===== src/rtl/spi_pkg.sv =====
// Shared SPI definitions: responder FSM states, default shift width and the
// mode-bit positions used by the master's CR1 register.
package spi_pkg;

  typedef enum logic [1:0] {
    IDLE = 2'd0,
    LOAD = 2'd1,
    XFER = 2'd2
  } spi_state_e;

  localparam int SPI_DATA_W = 8;

  localparam int CR1_LSBFE = 0;
  localparam int CR1_CPHA  = 1;
  localparam int CR1_CPOL  = 2;
  localparam int MODE_W    = 3;

endpackage


===== src/rtl/spi_slave_responder_if.sv =====
// Pin bundle of the SPI responder: serial link, configuration, TX/RX host side,
// error flags and the FSM state for observation.
interface spi_slave_responder_if #(
  parameter int DATA_W = spi_pkg::SPI_DATA_W
);
  import spi_pkg::*;

  logic              spe_i;
  logic              cpol_i;
  logic              cpha_i;
  logic              lsbfe_i;
  logic              ss_i;
  logic              sclk_i;
  logic              mosi_i;
  logic              miso_o;
  logic              miso_oe_o;
  logic [DATA_W-1:0] tx_data_i;
  logic              tx_load_i;
  logic              tx_ready_o;
  logic [DATA_W-1:0] rx_data_o;
  logic              rx_valid_o;
  logic              rx_rd_i;
  logic              overrun_o;
  logic              underrun_o;
  logic              abort_o;
  logic              err_clr_i;
  spi_state_e        state;

  // Host handshakes: tx_load_i is taken only in a cycle where tx_ready_o=1;
  // rx_valid_o stays high until a cycle with rx_rd_i=1 (a new byte in that
  // same cycle keeps it high).
  modport slave (
    input  spe_i, cpol_i, cpha_i, lsbfe_i, ss_i, sclk_i, mosi_i,
    input  tx_data_i, tx_load_i, rx_rd_i, err_clr_i,
    output miso_o, miso_oe_o, tx_ready_o, rx_data_o, rx_valid_o,
    output overrun_o, underrun_o, abort_o, state
  );

  modport master (
    output spe_i, cpol_i, cpha_i, lsbfe_i, ss_i, sclk_i, mosi_i,
    output tx_data_i, tx_load_i, rx_rd_i, err_clr_i,
    input  miso_o, miso_oe_o, tx_ready_o, rx_data_o, rx_valid_o,
    input  overrun_o, underrun_o, abort_o, state
  );

endinterface


===== src/rtl/spi_sync_edge.sv =====
// Multi-flop synchronizer for an asynchronous pin followed by one edge-detect
// register; q is the synchronized level, rise/fall are single-cycle strobes.
module spi_sync_edge #(
  parameter int   STAGES  = 2,
  parameter logic RST_VAL = 1'b0
) (
  input  logic clk,
  input  logic rst_n,
  input  logic d,
  output logic q,
  output logic rise,
  output logic fall
);

  logic [STAGES-1:0] chain;
  logic              prev;

  always_ff @(posedge clk or negedge rst_n) begin
    if (!rst_n) begin
      chain <= {STAGES{RST_VAL}};
      prev  <= RST_VAL;
    end else begin
      chain <= STAGES'({chain, d});
      prev  <= chain[STAGES-1];
    end
  end

  assign q    = chain[STAGES-1];
  assign rise = q & ~prev;
  assign fall = ~q & prev;

endmodule


===== src/rtl/spi_slave_responder.sv =====
// SPI responder: oversamples ss/sclk/mosi in the PCLK domain and exchanges one
// DATA_W-bit word per frame slot in any CPOL/CPHA mode, MSB or LSB first.
module spi_slave_responder
  import spi_pkg::*;
#(
  parameter int                DATA_W      = SPI_DATA_W,
  parameter logic [DATA_W-1:0] IDLE_TX     = 8'hFF,
  parameter int                SYNC_STAGES = 2
) (
  input logic                  PCLK,
  input logic                  PRESET_n,
  spi_slave_responder_if.slave bus
);

  localparam int              BW       = (DATA_W > 1) ? $clog2(DATA_W) : 1;
  localparam logic [BW-1:0]   LAST_BIT = BW'(DATA_W - 1);

  spi_state_e             state, state_next;
  logic                   ss_q, ss_rise, ss_fall;
  logic                   sclk_q, sclk_rise, sclk_fall;
  logic [SYNC_STAGES-1:0] mosi_sync;
  logic                   mosi_q;
  logic [BW-1:0]          bit_cnt;
  logic [MODE_W-1:0]      mode_q, mode_in;
  logic [DATA_W-1:0]      shift_tx, shift_rx, tx_hold, rx_data, rx_next, reload_data;
  logic                   tx_full, rx_valid, overrun, underrun, abort_q;
  logic                   skip_shift, uflow_pend;
  logic                   do_load, in_xfer, abort_now;
  logic                   sclk_edge, lead, trail, sample_edge, shift_edge;
  logic                   byte_done, reload, reload_empty;

  spi_sync_edge #(.STAGES(SYNC_STAGES), .RST_VAL(1'b1)) u_ss_sync (
    .clk(PCLK), .rst_n(PRESET_n), .d(bus.ss_i), .q(ss_q), .rise(ss_rise), .fall(ss_fall)
  );

  spi_sync_edge #(.STAGES(SYNC_STAGES), .RST_VAL(1'b0)) u_sclk_sync (
    .clk(PCLK), .rst_n(PRESET_n), .d(bus.sclk_i), .q(sclk_q), .rise(sclk_rise), .fall(sclk_fall)
  );

  // mosi gets the same depth as sclk so a sampled bit lines up with its edge
  always_ff @(posedge PCLK or negedge PRESET_n) begin
    if (!PRESET_n) mosi_sync <= '0;
    else           mosi_sync <= SYNC_STAGES'({mosi_sync, bus.mosi_i});
  end
  assign mosi_q = mosi_sync[SYNC_STAGES-1];

  assign sclk_edge   = sclk_rise | sclk_fall;
  assign lead        = sclk_edge & (sclk_q ^ mode_q[CR1_CPOL]);
  assign trail       = sclk_edge & ~(sclk_q ^ mode_q[CR1_CPOL]);
  assign sample_edge = mode_q[CR1_CPHA] ? trail : lead;
  assign shift_edge  = mode_q[CR1_CPHA] ? lead : trail;

  always_comb begin
    mode_in            = '0;
    mode_in[CR1_LSBFE] = bus.lsbfe_i;
    mode_in[CR1_CPHA]  = bus.cpha_i;
    mode_in[CR1_CPOL]  = bus.cpol_i;
  end

  always_ff @(posedge PCLK or negedge PRESET_n) begin
    if (!PRESET_n) state <= IDLE;
    else           state <= state_next;
  end

  always_comb begin
    state_next = state;
    do_load    = 1'b0;
    in_xfer    = 1'b0;
    abort_now  = 1'b0;
    case (state)
      IDLE:    if (bus.spe_i && ss_fall) state_next = LOAD;
      LOAD:    begin
        do_load    = 1'b1;
        state_next = XFER;
      end
      XFER:    in_xfer = 1'b1;
      default: state_next = IDLE;
    endcase
    if (state != IDLE && ss_rise) begin
      state_next = IDLE;
      do_load    = 1'b0;
      in_xfer    = 1'b0;
      abort_now  = (bit_cnt != '0);
    end
    if (!bus.spe_i) begin
      state_next = IDLE;
      do_load    = 1'b0;
      in_xfer    = 1'b0;
      abort_now  = 1'b0;
    end
  end

  assign byte_done    = in_xfer & sample_edge & (bit_cnt == LAST_BIT);
  assign reload       = do_load | byte_done;
  assign reload_empty = ~tx_full & ~bus.tx_load_i;
  assign reload_data  = tx_full ? tx_hold : (bus.tx_load_i ? bus.tx_data_i : IDLE_TX);
  assign rx_next      = mode_q[CR1_LSBFE] ? {mosi_q, shift_rx[DATA_W-1:1]}
                                          : {shift_rx[DATA_W-2:0], mosi_q};

  // A reload at byte end only counts as underrun once the master actually
  // starts another byte (its first leading edge); ending the frame is clean.
  always_ff @(posedge PCLK or negedge PRESET_n) begin
    if (!PRESET_n) begin
      bit_cnt    <= '0;
      mode_q     <= '0;
      shift_tx   <= '0;
      shift_rx   <= '0;
      tx_hold    <= '0;
      tx_full    <= 1'b0;
      rx_data    <= '0;
      rx_valid   <= 1'b0;
      overrun    <= 1'b0;
      underrun   <= 1'b0;
      abort_q    <= 1'b0;
      skip_shift <= 1'b0;
      uflow_pend <= 1'b0;
    end else begin
      abort_q <= abort_now;

      if (reload)                              tx_full <= 1'b0;
      else if (bus.tx_load_i && !tx_full) begin
        tx_hold <= bus.tx_data_i;
        tx_full <= 1'b1;
      end

      if (reload) begin
        shift_tx   <= reload_data;
        mode_q     <= mode_in;
        skip_shift <= do_load ? mode_in[CR1_CPHA] : 1'b1;
      end else if (in_xfer && shift_edge) begin
        if (skip_shift)              skip_shift <= 1'b0;
        else if (mode_q[CR1_LSBFE])  shift_tx   <= {1'b0, shift_tx[DATA_W-1:1]};
        else                         shift_tx   <= {shift_tx[DATA_W-2:0], 1'b0};
      end

      if (state_next == IDLE || reload)  bit_cnt <= '0;
      else if (in_xfer && sample_edge)   bit_cnt <= bit_cnt + BW'(1);

      if (in_xfer && sample_edge) shift_rx <= rx_next;

      if (byte_done) begin
        rx_data  <= rx_next;
        rx_valid <= 1'b1;
      end else if (bus.rx_rd_i) begin
        rx_valid <= 1'b0;
      end

      if (state_next == IDLE)                 uflow_pend <= 1'b0;
      else if (byte_done)                     uflow_pend <= reload_empty;
      else if (in_xfer && lead)               uflow_pend <= 1'b0;

      overrun  <= (overrun & ~bus.err_clr_i) | (byte_done & rx_valid & ~bus.rx_rd_i);
      underrun <= (underrun & ~bus.err_clr_i) | (do_load & reload_empty)
                | (in_xfer & lead & uflow_pend);
    end
  end

  assign bus.miso_o     = mode_q[CR1_LSBFE] ? shift_tx[0] : shift_tx[DATA_W-1];
  assign bus.miso_oe_o  = bus.spe_i & (state != IDLE) & ~ss_q;
  assign bus.tx_ready_o = ~tx_full;
  assign bus.rx_data_o  = rx_data;
  assign bus.rx_valid_o = rx_valid;
  assign bus.overrun_o  = overrun;
  assign bus.underrun_o = underrun;
  assign bus.abort_o    = abort_q;
  assign bus.state      = state;

endmodule


===== src/flat_wrapper.sv =====
// flat-port wrapper written by rule: the top's interface ports become plain ports
module spi_slave_responder_flat import spi_pkg::*;
#(
  parameter int                DATA_W      = SPI_DATA_W,
  parameter logic [DATA_W-1:0] IDLE_TX     = 8'hFF,
  parameter int                SYNC_STAGES = 2
)
  (PCLK, PRESET_n, bus_spe_i, bus_cpol_i, bus_cpha_i, bus_lsbfe_i, bus_ss_i, bus_sclk_i, bus_mosi_i, bus_tx_data_i, bus_tx_load_i, bus_rx_rd_i, bus_err_clr_i, bus_miso_o, bus_miso_oe_o, bus_tx_ready_o, bus_rx_data_o, bus_rx_valid_o, bus_overrun_o, bus_underrun_o, bus_abort_o, bus_state);
  spi_slave_responder_if #(.DATA_W(DATA_W)) bus_i ();
  input logic PCLK;
  input logic PRESET_n;
  input wire logic [$bits(bus_i.spe_i)-1:0] bus_spe_i;
  input wire logic [$bits(bus_i.cpol_i)-1:0] bus_cpol_i;
  input wire logic [$bits(bus_i.cpha_i)-1:0] bus_cpha_i;
  input wire logic [$bits(bus_i.lsbfe_i)-1:0] bus_lsbfe_i;
  input wire logic [$bits(bus_i.ss_i)-1:0] bus_ss_i;
  input wire logic [$bits(bus_i.sclk_i)-1:0] bus_sclk_i;
  input wire logic [$bits(bus_i.mosi_i)-1:0] bus_mosi_i;
  input wire logic [$bits(bus_i.tx_data_i)-1:0] bus_tx_data_i;
  input wire logic [$bits(bus_i.tx_load_i)-1:0] bus_tx_load_i;
  input wire logic [$bits(bus_i.rx_rd_i)-1:0] bus_rx_rd_i;
  input wire logic [$bits(bus_i.err_clr_i)-1:0] bus_err_clr_i;
  output wire logic [$bits(bus_i.miso_o)-1:0] bus_miso_o;
  output wire logic [$bits(bus_i.miso_oe_o)-1:0] bus_miso_oe_o;
  output wire logic [$bits(bus_i.tx_ready_o)-1:0] bus_tx_ready_o;
  output wire logic [$bits(bus_i.rx_data_o)-1:0] bus_rx_data_o;
  output wire logic [$bits(bus_i.rx_valid_o)-1:0] bus_rx_valid_o;
  output wire logic [$bits(bus_i.overrun_o)-1:0] bus_overrun_o;
  output wire logic [$bits(bus_i.underrun_o)-1:0] bus_underrun_o;
  output wire logic [$bits(bus_i.abort_o)-1:0] bus_abort_o;
  output wire logic [$bits(bus_i.state)-1:0] bus_state;
  assign bus_i.spe_i = bus_spe_i;
  assign bus_i.cpol_i = bus_cpol_i;
  assign bus_i.cpha_i = bus_cpha_i;
  assign bus_i.lsbfe_i = bus_lsbfe_i;
  assign bus_i.ss_i = bus_ss_i;
  assign bus_i.sclk_i = bus_sclk_i;
  assign bus_i.mosi_i = bus_mosi_i;
  assign bus_i.tx_data_i = bus_tx_data_i;
  assign bus_i.tx_load_i = bus_tx_load_i;
  assign bus_i.rx_rd_i = bus_rx_rd_i;
  assign bus_i.err_clr_i = bus_err_clr_i;
  assign bus_miso_o = bus_i.miso_o;
  assign bus_miso_oe_o = bus_i.miso_oe_o;
  assign bus_tx_ready_o = bus_i.tx_ready_o;
  assign bus_rx_data_o = bus_i.rx_data_o;
  assign bus_rx_valid_o = bus_i.rx_valid_o;
  assign bus_overrun_o = bus_i.overrun_o;
  assign bus_underrun_o = bus_i.underrun_o;
  assign bus_abort_o = bus_i.abort_o;
  assign bus_state = bus_i.state;
  spi_slave_responder #(.DATA_W(DATA_W), .IDLE_TX(IDLE_TX), .SYNC_STAGES(SYNC_STAGES)) u_core (.PCLK(PCLK), .PRESET_n(PRESET_n), .bus(bus_i));
endmodule

===== config.mk =====
export PLATFORM = sky130hd
export DESIGN_NAME = spi_slave_responder_flat
export DESIGN_NICKNAME = d
export VERILOG_FILES = /design/src/rtl/spi_pkg.sv /design/src/rtl/spi_slave_responder_if.sv /design/src/rtl/spi_sync_edge.sv /design/src/rtl/spi_slave_responder.sv /design/src/flat_wrapper.sv
export SDC_FILE = /design/constraint.sdc
export NUM_CORES = 1
export LEC_CHECK = 0
export ABC_AREA = 1
export CAP_MARGIN = 10
export CORE_ASPECT_RATIO = 1.4
export CORE_UTILIZATION = 50
export DETAILED_ROUTE_END_ITERATION = 16
export GPL_TIMING_DRIVEN = 1
export PLACE_DENSITY = 0.74
export SYNTH_ARGS = -nofsm -noshare
export SYNTH_HDL_FRONTEND = slang
export SYNTH_HIERARCHICAL = 1
export SYNTH_SLANG_ARGS = --single-unit

===== constraint.sdc =====
create_clock -name PCLK -period 3.6 [get_ports PCLK]
set_input_delay 0.72 -clock PCLK [delete_from_list [all_inputs] [get_ports PCLK]]
set_output_delay 0.72 -clock PCLK [all_outputs]
set_load 0.01 [all_outputs]

## Word-level counts from Yosys, hierarchy flattened

Index checks and enable logic that the tools add are counted.

- Divide/modulo/power cells: 0
- $add $sub $neg: 1
- Bitwise operators: 34
- $lt $le $gt $ge: 0
- Reductions and logical operators: 19
- Multiply operators: 0
- Eq/ne operators: 4
- Shift operators: 0
- Mux-type cells: 34

Operators by type and width:

| operator | count |
|---|---|
| $mux W8 | 7 |
| $mux W1 | 21 |
| $and A1 B1 Y1 | 18 |
| $not A1 Y1 | 10 |
| $reduce_bool A2 Y1 | 5 |
| $logic_and A1 B1 Y1 | 6 |
| $mux W2 | 3 |
| $mux W3 | 2 |
| $pmux W2 S3 | 1 |
| $reduce_bool A3 Y1 | 2 |
| $or A1 B1 Y1 | 5 |
| $logic_not A2 Y1 | 2 |
| $reduce_and A2 Y1 | 2 |
| $add A3 B1 Y3 const B | 1 |
| $eq A3 B3 Y1 const B | 1 |
| $eq A2 B1 Y1 const B | 1 |
| $eq A2 B2 Y1 const B | 1 |
| $ne A2 B2 Y1 const B | 1 |
| $logic_not A1 Y1 | 1 |
| $logic_or A1 B1 Y1 | 1 |
| $xor A1 B1 Y1 | 1 |

- Flip-flop bits (word level): 55
- Memory bits (read-only): 0
- Bits in latches: 0
- Logic and storage cells: 111
- RAM bits: 0
- Memories: 0
- Output and inout port bits: 17
- Input port bits: 20

## Longest topological paths before layout

Gate-level depths: netlist (run 1).

- Depth in word-level cells: 10
- Gate-level depth with buffers: 12
- Gate-level depth less buffers: 12

## By module

The synthesis (run 1) kept the hierarchy.

Modules (own cells, without submodules):

| module | cells an instance | instances | seq. area each (µm²) | area each (µm²) |
|---|---|---|---|---|
| spi_slave_responder | 320 | 1 | 1226.2 | 2551.2 |
| spi_sync_edge (u_core.u_ss_sync) | 7 | 1 | 78.8 | 93.8 |
| spi_sync_edge (u_core.u_sclk_sync) | 7 | 1 | 75.1 | 90.1 |

## Worst setup path before layout (run 1)

No wires, ideal clock.

- Path type: flip-flop to output port
- Start: register u_core.state[0], in the netlist u_core/bus.state[0]
- End: output port bus_miso_oe_o
- Path buffers: 0
- Arrival: 1058 ps
- Required time: 2880 ps
- Cell stages (with the launch flop): 4
- Slack: 1822 ps
- Cells stage by stage: dfrtp_1 inv_1 ha_1 nor3_1

- Word-level cells in the longest chain between the ends: 3

RTL lines:

| item | line | RTL |
|---|---|---|
| start: declaration | spi_slave_responder.sv:18 | `spi_state_e state, state_next;` |
| start signal: assignment | spi_slave_responder.sv:62 | `else state <= state_next;` |
| $reduce_bool A2 Y1 | spi_slave_responder.sv:159 | `assign bus.miso_oe_o = bus.spe_i & (state != IDLE) & ~ss_q;` |
| $and A1 B1 Y1 (2 in series) | spi_slave_responder.sv:159 |  |
| end: declaration | flat_wrapper.sv:24 | `output wire logic [$bits(bus_i.miso_oe_o)-1:0] bus_miso_oe_o;` |

Every way passes these cells.

## Worst setup path in the final report (run 1)

- Start: input port bus_spe_i
- End: output port bus_miso_oe_o

- Word-level cells in the longest chain between the ends: 2

RTL lines:

| item | line | RTL |
|---|---|---|
| start: declaration | flat_wrapper.sv:12 | `input wire logic [$bits(bus_i.spe_i)-1:0] bus_spe_i;` |
| $and A1 B1 Y1 (2 in series) | spi_slave_responder.sv:159 |  |

Every way passes these cells.

==> results.ini, run 1 <==
[status]
status = complete, no violations

[drt]
wl_per_cell_um = 11.6
num_vias = 2141
drc = 0
drt_iter0_drc = 125
ant_nets = 0
wl_mm = 5.06
drt-pass1-iter-count = 5
viasPerCell = 4.89

[clock_network]
clock_latency_ns = 0.30
tritoncts = done
hold_buffers = 0
cts_setup_buffers = 0
htree_levels = 2
cts_resized = 0
clk_path_buf_depth = 2
root_buffer = clkbuf_8
cts_buffers = 5
path_clk_slew_ns = 0.09
cts.sinks = 55

[floorplanning]
die_x_um = 64.5
row_count = 31
die_area_mm2 = 0.00577
die_y_um = 89.5
core_mm2 = 0.00524
io_pins = 37
initial_utilization_pct = 52.2

[synth]
syn_area_mm2 = 0.00274
async_flop_share_pct = 100
synthDistinctLibCells = 33
synth_seq_area_share_pct = 50.5
synth_top_area_share_pct = 47.6
yosysMostFrequentCell = nand2_1
avgSynthCellArea_um2 = 8.19
syn_inst = 334
syn_nets = 361
synth_ff_type = dfrtp_1
synth-warning-count = 6
synth_edf_count = 0
synth_top_area_cell = dfrtp_1
synth_seq_cells = 55
synthTopCellsByArea = dfrtp_1 (48%), nand2_1 (19%), inv_1 (4.5%)
synth_top_cells_by_count = nand2_1 (137), dfrtp_1 (52), inv_1 (33)

[critical_path]
critPathKind = input port to output port
slowest_delay_ns = 0.56
crit_path_end_kind = output port
crit_buf_inv = 3
critPathSlowestCell = clkdlybuf4s50_1
rr_endpoint = u_core/tx_hold[1]
regToRegSetupSlack_ns = 1.63
critPathArrivalTime_ns = 1.97
critPathMaxFanout = 2
ff2ff_path_depth = 10
crit_chain = clkdlybuf4s50_1, inv_1, nor3_1, clkdlybuf4s50_1
worstSetupStartpointType = input port
reg2reg_from = u_core/bus.state[0]
crit_family = buffers and inverters
cpMostUsedCell = clkdlybuf4s50_1
worst-endpoint-required_ns = 2.88

[hold_path]
worstHoldPathCells = 0
min_from = u_core/u_sclk_sync/chain[0]
min_path_type = flip-flop to flip-flop
whs_endpoint = u_core/u_sclk_sync/chain[1]

[placed_design]
gp_congestion = 0.776
io_buffers = 36
dp_hpwl_mm = 3.76

[global_route]
grt_max_degree = 39
grt.overflow.total = 0
grtUsageMet2_pct = 37.2
antenna_found_initial = 0
grt_first_pass_wirelength_mm = 9.06
grt-busiest-layer = met2
met1_usage_pct = 24.4
grt_pass1_vias = 2093
grt_use_met3_pct = 3.70
grt_usage_pct = 20.2

[sta]
finalCriticalPeriod_ns = 2.69
clock_skew_ns = 0.00385
rsz0062_at_grt = false
setup_tns_ns = 0
worstMarginPinSlew_ns = 0.822
fmax_mhz = 372
hold_ws_ns = 0.354
finalHoldViolations = 0
final-setup-viol-count = 0
maxSlewViolCount = 0
maxSlewHeadroom_pct = 45.2
finalCritPeriodShare_pct = 74.6

[power_and_ir_drop]
peakVddDrop_mv = 0.353
leakagePower_nw = 1.63
cellPowerDensity_mw_per_mm2 = 583

[finish]
nets = 398
antenna_cells = 0
area_delta_synth_final_pct = 19.6
drive_above_1_share_pct = 8.33

[run]
drv_cap = 0

how the worst max path moves through the flow:
stage / startpoint / slack (ns) / end / depth (start not counted)
after floorplan: u_core/bus.state[0] / 1.82 / bus_miso_oe_o / 3
after global placement: bus_spe_i / 0.93 / bus_miso_oe_o / 4
after global routing: bus_spe_i / 0.85 / bus_miso_oe_o / 4
after detailed placement: bus_spe_i / 0.91 / bus_miso_oe_o / 4
after CTS: bus_spe_i / 0.90 / bus_miso_oe_o / 4
final: bus_spe_i / 0.91 / bus_miso_oe_o / 4
area by class of cell:
type / count / area [um^2]
clock buffers: 5 / 68.8
clock inverters: 3 / 67.6
fillers: 475 / 1970
inverters: 39 / 156
multi-input cells: 232 / 1140
flip-flops and latches: 55 / 1380
well taps: 66 / 82.6
repair buffers: 38 / 370
report_power, final:
part	leakage, nW	switching [mW]	internal [mW]	total, mW
clock	0.0644	0.198	0.277	0.475
combinational	0.887	0.349	0.215	0.564
sequential	0.679	0.0917	0.775	0.867
cell families after synthesis:
logic type,after synthesis,share of synthesized area (%)
AOI/OAI and AO/OA,41,8.97
xor gates and xnor gates,1,0.320
adders and majority gates,7,3.20
buffers and inverters,47,7.69
DFF,55,50.5
and+or+nand+nor,183,29.4
cells in the final DEF (no fill, tap or decap), types with 2 or more instances in the layout:
cell,netlist,layout
nand2_1,137,137
dfrtp_1,52,52
clkdlybuf4s50_1,0,35
inv_1,33,33
o21ai_0,20,20
nor2_1,13,13
nand3_1,12,12
nand4_1,10,10
o22ai_1,9,9
ha_1,7,7
o21ai_1,6,6
clkbuf_8,0,5
dfstp_2,3,3
bufinv_16,0,2
inv_2,2,2
a21oi_4,2,2
nand2_2,2,2
nand2_4,2,2
clkinv_1,2,2
a21oi_1,2,2
nand3_2,2,2
buf_4,1,2
through the flow:
step	utilization [%]	total power [mW]	cell area [um^2]	setup WS (ns)	std cells
2_1_floorplan	-	1.28	2740	1.82	334
3_3_place_gp	59.9	1.42	3130	0.928	430
3_5_place_dp	59.9	1.44	3130	0.910	430
4_1_cts	62.5	1.92	3270	0.902	438
5_1_grt	62.5	2.05	3270	0.852	438
6_report	62.5	1.91	3270	0.914	438
registers in the layout, summed over array words and instances, names as in the netlist, 2 cells and up:
signal / flops
u_core/bus.rx_data_o: 8
u_core/shift_rx: 8
u_core/shift_tx: 8
u_core/tx_hold: 8
u_core/bit_cnt: 3
u_core/mode_q: 3
u_core/bus.state: 2
u_core/mosi_sync: 2
u_core/u_sclk_sync/chain: 2
u_core/u_ss_sync/chain: 2
metal layers:
metal / up-vias / wire length [um]
li1: 1133 / -
met1: 965 / 2250
met4: 0 / 33
met3: 5 / 117
met5: - / 0
met2: 38 / 2670
worst register-to-register path: stages (launching register included):
cell	delay, ns
dfrtp_1	0.45
inv_1	0.09
ha_1	0.23
inv_2	0.09
a21oi_4	0.09
nand2_4	0.11
clkinv_4	0.07
nand3_4	0.19
nand4_1	0.33
nand2_1	0.15
nand2_1	0.06
Note: power is estimated with default switching activity, not from simulation.
==> inputs of run 2 (changes only) <==
==> constraint.sdc (replaced) <==
create_clock -name PCLK -period 2.55 [get_ports PCLK]
set_input_delay 0.51 -clock PCLK [delete_from_list [all_inputs] [get_ports PCLK]]
set_output_delay 0.51 -clock PCLK [all_outputs]
set_load 0.01 [all_outputs]
==> results.ini, run 2 (synthesis results as in run 1) <==
[status]
status = complete, no violations

[clock_network]
clock_latency_ns = 0.31
cts_buffers = 5
root_buffer = clkbuf_8
path_clk_slew_ns = 0.09
cts_resized = 0
cts_setup_buffers = 0
htree_levels = 2
cts.sinks = 55
clk_path_buf_depth = 2
tritoncts = done
hold_buffers = 0

[global_route]
grt_usage_pct = 20.5
antenna_found_initial = 0
grt_first_pass_wirelength_mm = 9.01
grt_pass1_vias = 2127
grt_max_degree = 33
grt.overflow.total = 0

[floorplanning]
die_y_um = 89.5
io_pins = 37
core_mm2 = 0.00524
row_count = 31
initial_utilization_pct = 52.2
die_x_um = 64.5
die_area_mm2 = 0.00577

[critical_path]
crit_path_end_kind = output port
rr_endpoint = u_core/tx_hold[2]
critPathKind = flip-flop to output port
ff2ff_path_depth = 9
critPathArrivalTime_ns = 1.82
worstSetupStartpointType = flip-flop
worst-endpoint-required_ns = 2.04
critPathMaxFanout = 6
regToRegSetupSlack_ns = 0.60
reg2reg_from = u_core/u_ss_sync/chain[1]

[sta]
clock_skew_ns = 0.00614
maxSlewHeadroom_pct = 73.1
finalCritPeriodShare_pct = 91.2
finalHoldViolations = 0
final-setup-viol-count = 0
maxSlewViolCount = 0
fmax_mhz = 430
finalCriticalPeriod_ns = 2.33
worstMarginPinSlew_ns = 0.403
setup_tns_ns = 0
rsz0062_at_grt = false
setup_ws_ns = 0.225

[drt]
top_layer_used = met4
wl_per_cell_um = 11.4
wl_mm = 5.04
wl_met3_um = 151
route.met2.wl_mm = 2.64
drt_iter0_drc = 127
m1WireLength_mm = 2.14
drc = 0
num_vias = 2228
viasPerCell = 5.05
drt-pass1-iter-count = 4
ant_nets = 0

[finish]
mostFrequentLayoutCells = nand2_1 (137), dfrtp_1 (52), clkdlybuf4s50_1 (35)
multi_input_area_mm2 = 0.00114
drive_above_1_share_pct = 9.07
regArea_mm2 = 0.00138
area_delta_synth_final_pct = 20.4
mostFrequentLayoutCell = nand2_1
antenna_cells = 0
nets = 401
fin_area_mm2 = 0.00329
fill_cells = 475

[placed_design]
gp_congestion = 0.830
place_ws_ns = 0.277
io_buffers = 36
placed_cell_area_mm2 = 0.00316
dp_hpwl_mm = 3.75

[run]
drv_cap = 0

[power_and_ir_drop]
leakagePower_nw = 1.65
cellPowerDensity_mw_per_mm2 = 818
peakVddDrop_mv = 0.539

[hold_path]
min_path_type = input port to async pin

## run 2: changes by cell type in the layout (fill, tap and decap cells not counted), sizes merged
cell	previous run	this run
buf	3	6
## run 2: final cells by class
cell class,count,area share (%)
Sequential cell,55,41.9
Multi-Input combinational cell,232,34.8
Timing Repair Buffer,41,11.9
Inverter,39,4.75
Tap cell,66,2.51
Clock buffer,5,2.09
Clock inverter,3,2.05
## run 2: report_power, final
part           leakage, nW  switching, mW  internal [mW]
registers            0.679          0.130           1.09
logic                0.903          0.493          0.307
clock network       0.0644          0.279          0.391
total                 1.65          0.902           1.79
## run 2: how the worst max path moves through the flow
stage                              startpoint                 end  slack, ns  cells past startpoint
final                     u_core/bus.state[0]       bus_miso_oe_o       0.22                      4
after global routing      u_core/bus.state[0]       bus_miso_oe_o       0.10                      4
after CTS                 u_core/bus.state[0]       bus_miso_oe_o       0.20                      4
after detailed placement            bus_spe_i       bus_miso_oe_o       0.28                      4
after global placement              bus_spe_i       bus_miso_oe_o       0.30                      4
after floorplan           u_core/bus.state[0]  u_core/shift_tx[1]       0.83                     12
## run 2: worst max-delay path, stage by stage, from the launching register on
cell and delay, ns:
dfrtp_1 0.46, inv_1 0.09, ha_1 0.23, nor3_1 0.18, clkdlybuf4s50_1 0.56
## run 2: stage by stage
step,util [%],instances,total power [mW],hold WS (ns)
floorplan,-,334,1.80,0.214
global placement,60.3,433,2.01,0.332
detailed placement,60.3,433,2.03,0.337
CTS,62.9,441,2.72,0.178
global route,62.9,441,2.90,0.200
finish,62.9,441,2.70,0.179
## run 2: routing by layer
| metal | global-route usage, % | vias to the layer above |
|---|---|---|
| li1 | - | 1142 |
| met2 | 37.3 | 50 |
| met4 | 9.49 | 0 |
| met3 | 4.72 | 10 |
| met1 | 22.6 | 1026 |
| met5 | 0 | - |
